## src/rtl/power_est_pkg.sv

```systemverilog
// power_est_pkg: shared constants, default widths and divider FSM states for the power activity estimator
package power_est_pkg;
  localparam int MW_PER_PJ_MHZ_DIV = 1000;
  localparam int NUM_EV_D = 4;
  localparam int EV_W_D = 8;
  localparam int EPJ_W_D = 16;
  localparam int WIN_LOG2_D = 10;
  localparam int ACC_W_D = 48;
  localparam int PWR_W_D = 16;
  localparam int FREQ_W = 16;
  typedef enum logic [1:0] {ACCUM, DIV, DONE} state_t;
endpackage

```

## src/rtl/power_activity_estimator_if.sv

```systemverilog
// power_activity_estimator_if: activity/config inputs and power outputs; slave = estimator, master = driver of activity
interface power_activity_estimator_if #(
  parameter int NUM_EV = power_est_pkg::NUM_EV_D,
  parameter int EV_W = power_est_pkg::EV_W_D,
  parameter int EPJ_W = power_est_pkg::EPJ_W_D,
  parameter int PWR_W = power_est_pkg::PWR_W_D
) ();
  logic enable;
  logic [NUM_EV*EV_W-1:0] ev_count;
  logic [NUM_EV*EPJ_W-1:0] ev_energy_pj;
  logic [15:0] current_freq_mhz;
  logic [15:0] leak_nominal_mw;
  logic [PWR_W-1:0] dynamic_power_mw;
  logic [PWR_W-1:0] leakage_power_mw;
  logic power_valid;
  logic busy;
  modport slave (
    input enable, ev_count, ev_energy_pj, current_freq_mhz, leak_nominal_mw,
    output dynamic_power_mw, leakage_power_mw, power_valid, busy
  );
  modport master (
    output enable, ev_count, ev_energy_pj, current_freq_mhz, leak_nominal_mw,
    input dynamic_power_mw, leakage_power_mw, power_valid, busy
  );
endinterface

```

## src/rtl/power_est_div.sv

```systemverilog
// power_est_div: serial restoring divider, one quotient bit per cycle; ports clk, reset (sync active-low), i_start/i_num/i_den in, o_last (final step happens at this edge), o_quot out
module power_est_div #(
  parameter int NUM_W = 64,
  parameter int DEN_W = 17
) (
  input  logic             clk,
  input  logic             reset,
  input  logic             i_start,
  input  logic [NUM_W-1:0] i_num,
  input  logic [DEN_W-1:0] i_den,
  output logic             o_last,
  output logic [NUM_W-1:0] o_quot
);
  localparam int CNT_W = $clog2(NUM_W + 1);
  logic [DEN_W-1:0] r_rem, r_den;
  logic [NUM_W-1:0] r_quo;
  logic [CNT_W-1:0] r_cnt;
  logic [DEN_W:0] w_sh, w_diff;
  assign w_sh = {r_rem, r_quo[NUM_W-1]};
  assign w_diff = w_sh - {1'b0, r_den};
  always_ff @(posedge clk) begin
    if (!reset) begin
      r_rem <= '0;
      r_den <= '0;
      r_quo <= '0;
      r_cnt <= '0;
    end else if (i_start) begin
      r_rem <= '0;
      r_den <= i_den;
      r_quo <= i_num;
      r_cnt <= CNT_W'(NUM_W);
    end else if (r_cnt != '0) begin
      r_rem <= w_diff[DEN_W] ? w_sh[DEN_W-1:0] : w_diff[DEN_W-1:0];
      r_quo <= {r_quo[NUM_W-2:0], ~w_diff[DEN_W]};
      r_cnt <= r_cnt - 1'b1;
    end
  end
  assign o_last = r_cnt == CNT_W'(1);
  assign o_quot = r_quo;
endmodule

```

## src/rtl/power_activity_estimator.sv

```systemverilog
// power_activity_estimator: windowed dynamic power (mW) from per-cycle event counts plus aligned leakage; ports clk, reset (sync active-low), bus (slave); optional POWER_EST_EMA_EN smooths dynamic power
module power_activity_estimator
  import power_est_pkg::*;
#(
  parameter int NUM_EV = NUM_EV_D,
  parameter int EV_W = EV_W_D,
  parameter int EPJ_W = EPJ_W_D,
  parameter int WIN_LOG2 = WIN_LOG2_D,
  parameter int ACC_W = ACC_W_D,
  parameter int PWR_W = PWR_W_D
) (
  input logic clk,
  input logic reset,
  power_activity_estimator_if.slave bus
);
  localparam int SUM_W = EV_W + EPJ_W + $clog2(NUM_EV);
  localparam int NUM_W = ACC_W + FREQ_W;
  localparam int DEN_W = $clog2(MW_PER_PJ_MHZ_DIV) + WIN_LOG2;
  localparam logic [DEN_W-1:0] DEN = DEN_W'(MW_PER_PJ_MHZ_DIV) << WIN_LOG2;
  state_t r_state, w_next;
  logic [SUM_W-1:0] w_sum, r_sum;
  logic r_v, r_valid, w_close, w_start, w_div_last;
  logic [ACC_W-1:0] r_win, w_acc;
  logic [ACC_W:0] w_add;
  logic [WIN_LOG2-1:0] r_cnt;
  logic [NUM_W-1:0] w_num, w_quot;
  logic [PWR_W-1:0] r_leak_cap, r_dyn, r_leak, w_new, w_dyn;
  always_comb begin
    w_sum = '0;
    for (int i = 0; i < NUM_EV; i++)
      w_sum += SUM_W'(bus.ev_count[i*EV_W +: EV_W]) * SUM_W'(bus.ev_energy_pj[i*EPJ_W +: EPJ_W]);
  end
  assign w_add = {1'b0, r_win} + (ACC_W + 1)'(r_sum);
  assign w_acc = w_add[ACC_W] ? '1 : w_add[ACC_W-1:0];
  assign w_close = r_v && &r_cnt;
  assign w_start = w_close && r_state == ACCUM;
  assign w_num = NUM_W'(w_acc) * NUM_W'(bus.current_freq_mhz);
  assign w_new = |w_quot[NUM_W-1:PWR_W] ? '1 : w_quot[PWR_W-1:0];
  always_comb begin
    w_next = r_state;
    w_next = r_state == ACCUM ? (w_start ? DIV : ACCUM) :
             r_state == DIV ? (w_div_last ? DONE : DIV) : ACCUM;
  end
  power_est_div #(.NUM_W(NUM_W), .DEN_W(DEN_W)) u_div (
    .clk(clk),
    .reset(reset),
    .i_start(w_start),
    .i_num(w_num),
    .i_den(DEN),
    .o_last(w_div_last),
    .o_quot(w_quot)
  );
`ifdef POWER_EST_EMA_EN
  logic r_first;
  always_ff @(posedge clk) begin
    if (!reset) r_first <= 1'b1;
    else if (r_state == DONE) r_first <= 1'b0;
  end
  assign w_dyn = r_first ? w_new : r_dyn - (r_dyn >> 2) + (w_new >> 2);
`else
  assign w_dyn = w_new;
`endif
  always_ff @(posedge clk) begin
    if (!reset) begin
      r_state <= ACCUM;
      r_sum <= '0;
      r_v <= 1'b0;
      r_win <= '0;
      r_cnt <= '0;
      r_leak_cap <= '0;
      r_dyn <= '0;
      r_leak <= '0;
      r_valid <= 1'b0;
    end else begin
      r_state <= w_next;
      r_sum <= w_sum;
      r_v <= bus.enable;
      if (r_v) begin
        r_win <= w_close ? '0 : w_acc;
        r_cnt <= r_cnt + 1'b1;
      end
      if (w_start) r_leak_cap <= PWR_W'(bus.leak_nominal_mw);
      if (r_state == DONE) begin
        r_dyn <= w_dyn;
        r_leak <= r_leak_cap;
      end
      r_valid <= r_state == DONE;
    end
  end
  assign bus.dynamic_power_mw = r_dyn;
  assign bus.leakage_power_mw = r_leak;
  assign bus.power_valid = r_valid;
  assign bus.busy = r_state == DIV;
endmodule

```

## src/flat_wrapper.sv

```systemverilog
// flat-port wrapper written by rule: the top's interface ports become plain ports
module power_activity_estimator_flat import power_est_pkg::*;
#(
  parameter int NUM_EV = NUM_EV_D,
  parameter int EV_W = EV_W_D,
  parameter int EPJ_W = EPJ_W_D,
  parameter int WIN_LOG2 = WIN_LOG2_D,
  parameter int ACC_W = ACC_W_D,
  parameter int PWR_W = PWR_W_D
)
  (clk, reset, bus_enable, bus_ev_count, bus_ev_energy_pj, bus_current_freq_mhz, bus_leak_nominal_mw, bus_dynamic_power_mw, bus_leakage_power_mw, bus_power_valid, bus_busy);
  power_activity_estimator_if #(.NUM_EV(NUM_EV), .EV_W(EV_W), .EPJ_W(EPJ_W), .PWR_W(PWR_W)) bus_i ();
  input logic clk;
  input logic reset;
  input wire logic [$bits(bus_i.enable)-1:0] bus_enable;
  input wire logic [$bits(bus_i.ev_count)-1:0] bus_ev_count;
  input wire logic [$bits(bus_i.ev_energy_pj)-1:0] bus_ev_energy_pj;
  input wire logic [$bits(bus_i.current_freq_mhz)-1:0] bus_current_freq_mhz;
  input wire logic [$bits(bus_i.leak_nominal_mw)-1:0] bus_leak_nominal_mw;
  output wire logic [$bits(bus_i.dynamic_power_mw)-1:0] bus_dynamic_power_mw;
  output wire logic [$bits(bus_i.leakage_power_mw)-1:0] bus_leakage_power_mw;
  output wire logic [$bits(bus_i.power_valid)-1:0] bus_power_valid;
  output wire logic [$bits(bus_i.busy)-1:0] bus_busy;
  assign bus_i.enable = bus_enable;
  assign bus_i.ev_count = bus_ev_count;
  assign bus_i.ev_energy_pj = bus_ev_energy_pj;
  assign bus_i.current_freq_mhz = bus_current_freq_mhz;
  assign bus_i.leak_nominal_mw = bus_leak_nominal_mw;
  assign bus_dynamic_power_mw = bus_i.dynamic_power_mw;
  assign bus_leakage_power_mw = bus_i.leakage_power_mw;
  assign bus_power_valid = bus_i.power_valid;
  assign bus_busy = bus_i.busy;
  power_activity_estimator #(.NUM_EV(NUM_EV), .EV_W(EV_W), .EPJ_W(EPJ_W), .WIN_LOG2(WIN_LOG2), .ACC_W(ACC_W), .PWR_W(PWR_W)) u_core (.clk(clk), .reset(reset), .bus(bus_i));
endmodule
```

## config.mk

```make
export PLATFORM = sky130hd
export DESIGN_NAME = power_activity_estimator_flat
export DESIGN_NICKNAME = d
export VERILOG_FILES = /design/src/rtl/power_est_pkg.sv /design/src/rtl/power_activity_estimator_if.sv /design/src/rtl/power_est_div.sv /design/src/rtl/power_activity_estimator.sv /design/src/flat_wrapper.sv
export SDC_FILE = /design/constraint.sdc
export NUM_CORES = 2
export LEC_CHECK = 0
export CAP_MARGIN = 20
export CELL_PAD_IN_SITES_DETAIL_PLACEMENT = 1
export CELL_PAD_IN_SITES_GLOBAL_PLACEMENT = 1
export CORE_AREA = 4 4 580 295
export DETAILED_ROUTE_END_ITERATION = 7
export DIE_AREA = 0 0 584 299
export GPL_ROUTABILITY_DRIVEN = 0
export GPL_TIMING_DRIVEN = 0
export HOLD_SLACK_MARGIN = 0.08
export PLACE_DENSITY_LB_ADDON = 0.1
export SYNTH_ARGS = -nofsm -noshare
export SYNTH_HDL_FRONTEND = slang
export SYNTH_HIERARCHICAL = 1
export SYNTH_SLANG_ARGS = --single-unit
```

## constraint.sdc

```tcl
create_clock -name clk -period 9.88 [get_ports clk]
set_input_delay 1.976 -clock clk [delete_from_list [all_inputs] [get_ports clk]]
set_output_delay 1.976 -clock clk [all_outputs]
set_load 0.05 [all_outputs]
```

**Word level (Yosys, flattened, before mapping)**

Cells that the tools add are included.

- Multipliers: 5
- Reductions and logical operators: 8
- Bitwise logic cells: 2
- Mux-type cells: 12
- $add $sub $neg: 7
- Eq/ne operators: 3

Operator list:

| kind | number |
|---|---|
| $mux 64 | 2 |
| $mul 8x16->24 | 4 |
| $mux 48 | 2 |
| $mul 48x16->64 | 1 |
| $add 26x24->26 | 2 |
| $add 48x26->49 | 1 |
| $reduce_or 48->1 | 1 |
| $add 24x24->25 | 1 |
| $sub 21x20->21 | 1 |
| $mux 20 | 1 |
| $mux 16 | 1 |
| $mux 7 | 2 |
| $add 10x1->10 const B | 1 |
| $reduce_and 10->1 | 1 |
| $eq 7x1->1 const B | 1 |
| $reduce_bool 7->1 | 1 |
| $sub 7x1->7 const B | 1 |
| $mux 2 | 3 |
| $eq 2x1->1 const B | 1 |
| $eq 2x2->1 const B | 1 |
| $logic_and 1x1->1 | 2 |
| $logic_not 2->1 | 1 |
| $not 1->1 | 2 |
| $reduce_bool 2->1 | 1 |
| other kinds (2) | 2 |

- Output and inout port bits: 34
- Register bits: 228
- Logic and storage cells: 51
- Bits of input ports: 131

**Logic depth before layout (Yosys ltp)**

- Word-level depth: 5
- Depth in mapped cells: 40
- Depth with buffers taken out: 36

**Modules after synthesis**

The synthesis kept the hierarchy.

Modules (own cells, without submodules):

| module | sequential area each (um2) | area each (um2) | times used | cells an instance |
|---|---|---|---|---|
| power_activity_estimator | 2722.6 | 46837.4 | 1 | 5337 |
| power_est_div | 2222.1 | 5992.0 | 1 | 794 |

**Worst setup path before layout**

No wires, ideal clock.

- Kind: register to register
- Start: reg u_core.r_sum[0]
- End: reg u_core.u_div.r_quo[57] (netlist: u_core/u_div/o_quot[57])
- Arrival time: 8694 ps
- Data required time: 9765 ps
- Setup time: 115 ps
- Cell stages (with the launch flop): 41
- Path slack: 1070 ps
- Path buffers: 4
- Period minus slack after synthesis: 8810 ps
- Cell sequence: dfxtp_1 > ha_1 > fa_1 > a21o_1 > nand3_1 > a211oi_1 > o31a_1 > o21a_2 > o2111ai_2 > and3_1 > buf_4 > buf_4 > o21ai_1 > nand3_1 > buf_2 > nand2_1 > fa_1 > inv_1 > (+5 left out) > fa_1 > inv_1 > fa_1 > inv_1 > ha_1 > clkbuf_1 > a21o_1 > a21o_1 > a21oi_1 > o31ai_1 > a221oi_1 > o41ai_2 > a31oi_2 > o21ai_1 > a2111oi_0 > a211oi_1 > a21oi_1 > nor2b_1

- Longest elaborated chain between the ends: 4

Ends and longest elaborated chain:

| item | line | text |
|---|---|---|
| start: declaration | power_activity_estimator.sv:21 | `logic [SUM_W-1:0] w_sum, r_sum;` |
| start signal: assignment | power_activity_estimator.sv:76 | `r_sum <= w_sum;` |
| $add 48x26->49 | power_activity_estimator.sv:33 | `assign w_add = {1'b0, r_win} + (ACC_W + 1)'(r_sum);` |
| $mux 48 | power_activity_estimator.sv:34 | `assign w_acc = w_add[ACC_W] ? '1 : w_add[ACC_W-1:0];` |
| $mul 48x16->64 | power_activity_estimator.sv:37 | `assign w_num = NUM_W'(w_acc) * NUM_W'(bus.current_freq_mhz);` |
| net u_core.w_num[57] | power_activity_estimator.sv:26 | `logic [NUM_W-1:0] w_num, w_quot;` |
| $mux 64 | power_est_div.sv:27 | `end else if (i_start) begin` |
| end signal: assignment | power_est_div.sv:30 | `r_quo <= i_num;` |
| end signal: assignment | power_est_div.sv:34 | `r_quo <= {r_quo[NUM_W-2:0], ~w_diff[DEN_W]};` |
| end: declaration | power_est_div.sv:16 | `logic [NUM_W-1:0] r_quo;` |

The timed path passes the listed nets, and every way through them passes these cells.
A chain may end at the register's enable or synchronous reset.

**Final worst setup path**

- Start: reg u_core.r_win[0]
- End: reg u_core.u_div.r_quo[60] (netlist: u_core/u_div/o_quot[60])

- Longest elaborated chain between the ends: 4

Ends and longest elaborated chain:

| item | line | text |
|---|---|---|
| start: declaration | power_activity_estimator.sv:23 | `logic [ACC_W-1:0] r_win, w_acc;` |
| start signal: assignment | power_activity_estimator.sv:79 | `r_win <= w_close ? '0 : w_acc;` |
| $add 48x26->49 | power_activity_estimator.sv:33 |  |
| $mux 48 | power_activity_estimator.sv:34 |  |
| $mul 48x16->64 | power_activity_estimator.sv:37 |  |
| net u_core.w_num[60] | power_activity_estimator.sv:26 |  |
| $mux 64 | power_est_div.sv:27 |  |

The timed path passes the listed nets, and every way through them passes these cells.

==> impl_results.md <==
- Worst Path Arrival: roughly 10 ns
- CTS Buf Count: 28
- Clock buffer depth: 3
- Most used routing layer: met1
- Hold Path Origin: u_core/r_leak_cap[10]$_SDFFE_PN0P_
- Startpoint Class: flop
- Non-Filler Instances: between 8,000 and 9,000
- Crit path largest cell delay: between 0.5 and 0.6 ns
- Met2 GRT Util: 0.278
- Top cell type's share of synthesized area: 0.420
- Die ar.: ~170,000 sq um
- Final Cycle Share: 1.00
- Async SR Flop Fraction: 0
- Top-count cell post-synth: inv_1
- Cell Rows: ~110
- Synth Flop Type: dfxtp_1
- Critical path data required time: 10.45 ns
- Final hold vios: 0
- Critical Path Sink Type: flop
- Mapped cell area: between 50,000 and 60,000 sq um
- Slew Viols, Final: 0
- Input/output buffers: roughly 130
- Status: complete, no violations
- Root Buffer: clkbuf_16
- CP Class: flop to flop
- Critical R2R Launch: u_core/r_win[0]$_SDFFE_PN0P_
- Layout cells sized above 1: 0.0775
- Most common cell type on the critical path: fa_1
- Area leader, netlist: fa_1
- M1 GR Usage: 0.433
- Initial drt markers: 3,459
- Antenna violations before repair: 23
- Cts hold-fix bufs: 0
- RSZ-0062 raised after global routing: yes
- Die H: 299 microns
- Post-synthesis cell type count: between 80 and 90
- Chip Width: around 580 microns
- Area grow syn2layout: 15.9%
- Via density: ~5
- Vias in the first global route: ~45,000
- Hpwl dp: between 150 and 200 mm
- Hold Path Stages: 2
- Final #Nets: around 8,000
- Total Wirelength: approximately 210 mm
- Setup violators final: 0
- Clock-pin slew on the worst setup and hold paths: 0.07 ns
- Gr usage total: 0.244
- Grt met3 use: 0.0739
- #FFs+latches synth: 247
- CTS tree: yes
- Sequential-to-total area share from yosys stat: 0.0936
- Clk Latency, worst-skew pair: between 0.6 and 0.7 ns
- CTS sink cnt: about 250
- Wirelength per Cell: 24.7 microns
- Critical R2R Capture: u_core/u_div/o_quot[60]$_SDFFE_PN0P_
- Syn. warnings: 6
- Core area: between 150,000 and 200,000 sq um
- Post-route ant nets: 0
- R2R cell count: between 40 and 50
- Max H-tree Level: 1
- Post-Synthesis Cells: between 6,000 and 7,000
- Hold Slack: about 0.45 ns
- CP Max Fanout: 8
- Worst Tran Pin Value: ~1.2 ns
- Grt total ovfl: 0
- Worst Clk Skew: between 0.015 and 0.02 ns
- Placed Cells: approximately 8,500
- Worst Hold End: u_core/bus.leakage_power_mw[10]$_SDFFE_PN0P_
- Number of flops mapped to enable cells by yosys: 0
- Synth Area per Inst: 8.62 sq um
- Via count: 43,159
- First-pass GRT wire length: about 310 mm
- Fin util: 0.369
- Max-cap viol count: 0
- Crit-path slowest cell: fa_1
- DRC viols: 0
- Starting Density: 0.318
- Iteration count of the initial detailed-routing pass: 6
- Hold Crit Class: flop to flop
- Register-to-Register Setup Slack: just over 0.0008 ns
- Post-layout min period: just under 10 ns
- Synth top area cells: fa_1 42%, dfxtp_1 9.4%, inv_1 8.7%
- Top Ports: roughly 170
- Fmax: around 100 MHz
- Top cells by count, synth: 1,221 x inv_1, 1,130 x nand2_1, 1,108 x fa_1, 507 x and2_1, 322 x ha_1
- Max transition margin: 0.212
- Largest net degree at the start of global routing: 16
sequential cells by signal, indices dropped and copies added, names as in the netlist, 10 cells and up:
register and flops:
u_core/u_div/r_den 20, u_core/r_cnt 10, u_core/u_div/r_rem 20, u_core/r_sum 26
u_core/r_leak_cap 16, u_core/u_div/o_quot 64, u_core/bus.leakage_power_mw 16, u_core/bus.dynamic_power_mw 16
u_core/r_win 48
cell usage in the layout, fill, tap and decap left out, types with 16 or more instances in the layout:
master           Yosys  final
buf_6                6     29
o211ai_1            16     16
ha_1               322    295
buf_12               0     18
nand3_1             44     34
clkbuf_2             1     34
and3_1              35     32
a21o_1              68     65
xor2_1              52     46
inv_1             1221   1216
conb_1               2     20
buf_8                0     24
nand2b_1            18     16
mux2i_1             29     29
clkdlybuf4s50_1      0    117
a22o_1              25     25
fa_1              1108   1099
ha_4                 0     21
buf_4               10     91
a31oi_1             29     24
a21oi_1            297    279
o21bai_1            17     16
and2_1             507    503
o221a_2             16     16
nand4_1             34     34
dfxtp_1            247    245
clkbuf_1           221    175
nor2b_1            101    101
xnor2_1             78     67
nor2_1             100     97
clkbuf_16            0     30
o21ai_0             90     81
nor3_1              30     27
nand2_1           1130   1102
cell type report:
| type | count | area, sq um |
|---|---|---|
| antenna | 14 | 35.0 |
| buffer | 279 | 1590 |
| clock buffer | 34 | 763 |
| clock inverter | 18 | 251 |
| fill | 19321 | 105000 |
| inverter | 1224 | 4590 |
| multi-input combinational | 4383 | 43700 |
| sequential | 247 | 4950 |
| tap | 2214 | 2770 |
| timing repair buffer | 250 | 2590 |
what timing repair did:
action,in CTS,in global routing
endpoints found under the hold margin,0,0
gates resized for setup,231,296
pin swaps,31,92
setup buffers,21,73
gates cloned,0,2
endpoints found under the setup margin,53,35
per-layer routing:
layer  vias to the layer above  routed length (microns)
li1                      19136                        -
met1                     22641                   120000
met2                      1318                    71100
met3                        64                    22100
met4                         0                     1090
met5                         -                        0
stage by stage:
stage,worst slack [ns],setup TNS [ns],instance area (sq um)
2_1_floorplan,1.07,0,52900
4_1_cts,-0.00976,-0.0212,59400
3_3_place_gp,-2.91,-83.41,57000
5_1_grt,-0.275,-1.91,61200
6_report,0.000812,0,61200
3_5_place_dp,-3.03,-86.46,57300
worst max path at each step:
| stage | cells past startpoint | end | slack [ns] | start |
|---|---|---|---|---|
| 6_report | 41 | u_core/u_div/o_quot[60]$_SDFFE_PN0P_ | 0.0008 | u_core/r_win[0]$_SDFFE_PN0P_ |
| 4_1_cts | 40 | u_core/u_div/o_quot[59]$_SDFFE_PN0P_ | -0.01 | u_core/r_sum[0]$_SDFF_PN0_ |
| 5_1_grt | 42 | u_core/u_div/o_quot[59]$_SDFFE_PN0P_ | -0.27 | u_core/r_win[0]$_SDFFE_PN0P_ |
| 3_5_place_dp | 37 | u_core/u_div/o_quot[59]$_SDFFE_PN0P_ | -3.03 | u_core/r_sum[0]$_SDFF_PN0_ |
| 2_1_floorplan | 40 | u_core/u_div/o_quot[57]$_SDFFE_PN0P_ | 1.07 | u_core/r_sum[0]$_SDFF_PN0_ |
| 3_3_place_gp | 37 | u_core/u_div/o_quot[59]$_SDFFE_PN0P_ | -2.91 | u_core/r_sum[0]$_SDFF_PN0_ |
worst max-delay path: cells and delay by family, from the launching register on:
kind / cells / cell delay, ns
xor gates and xnor gates: 1 / 0.31
DFF: 1 / 0.34
buffers and inverters: 10 / 1.03
and+or+nand+nor: 6 / 0.81
AOI/OAI and AO/OA: 15 / 3.25
adders and majority gates: 9 / 3.99
logic make-up after synthesis:
logic type	count (synthesis)	synth area share
AO/OA/AOI/OAI	702	0.0843
XOR/XNOR	131	0.0219
adder cells (fa/ha/maj)	1430	0.496
buffers and inverters	1519	0.111
flip-flops	247	0.0936
multiplexers	34	0.00656
other	2	0.000142
AND/OR/NAND/NOR	2066	0.187
Power is not shown: default switching activity piles up to over one toggle a cycle in this logic, so the estimate is an artifact.
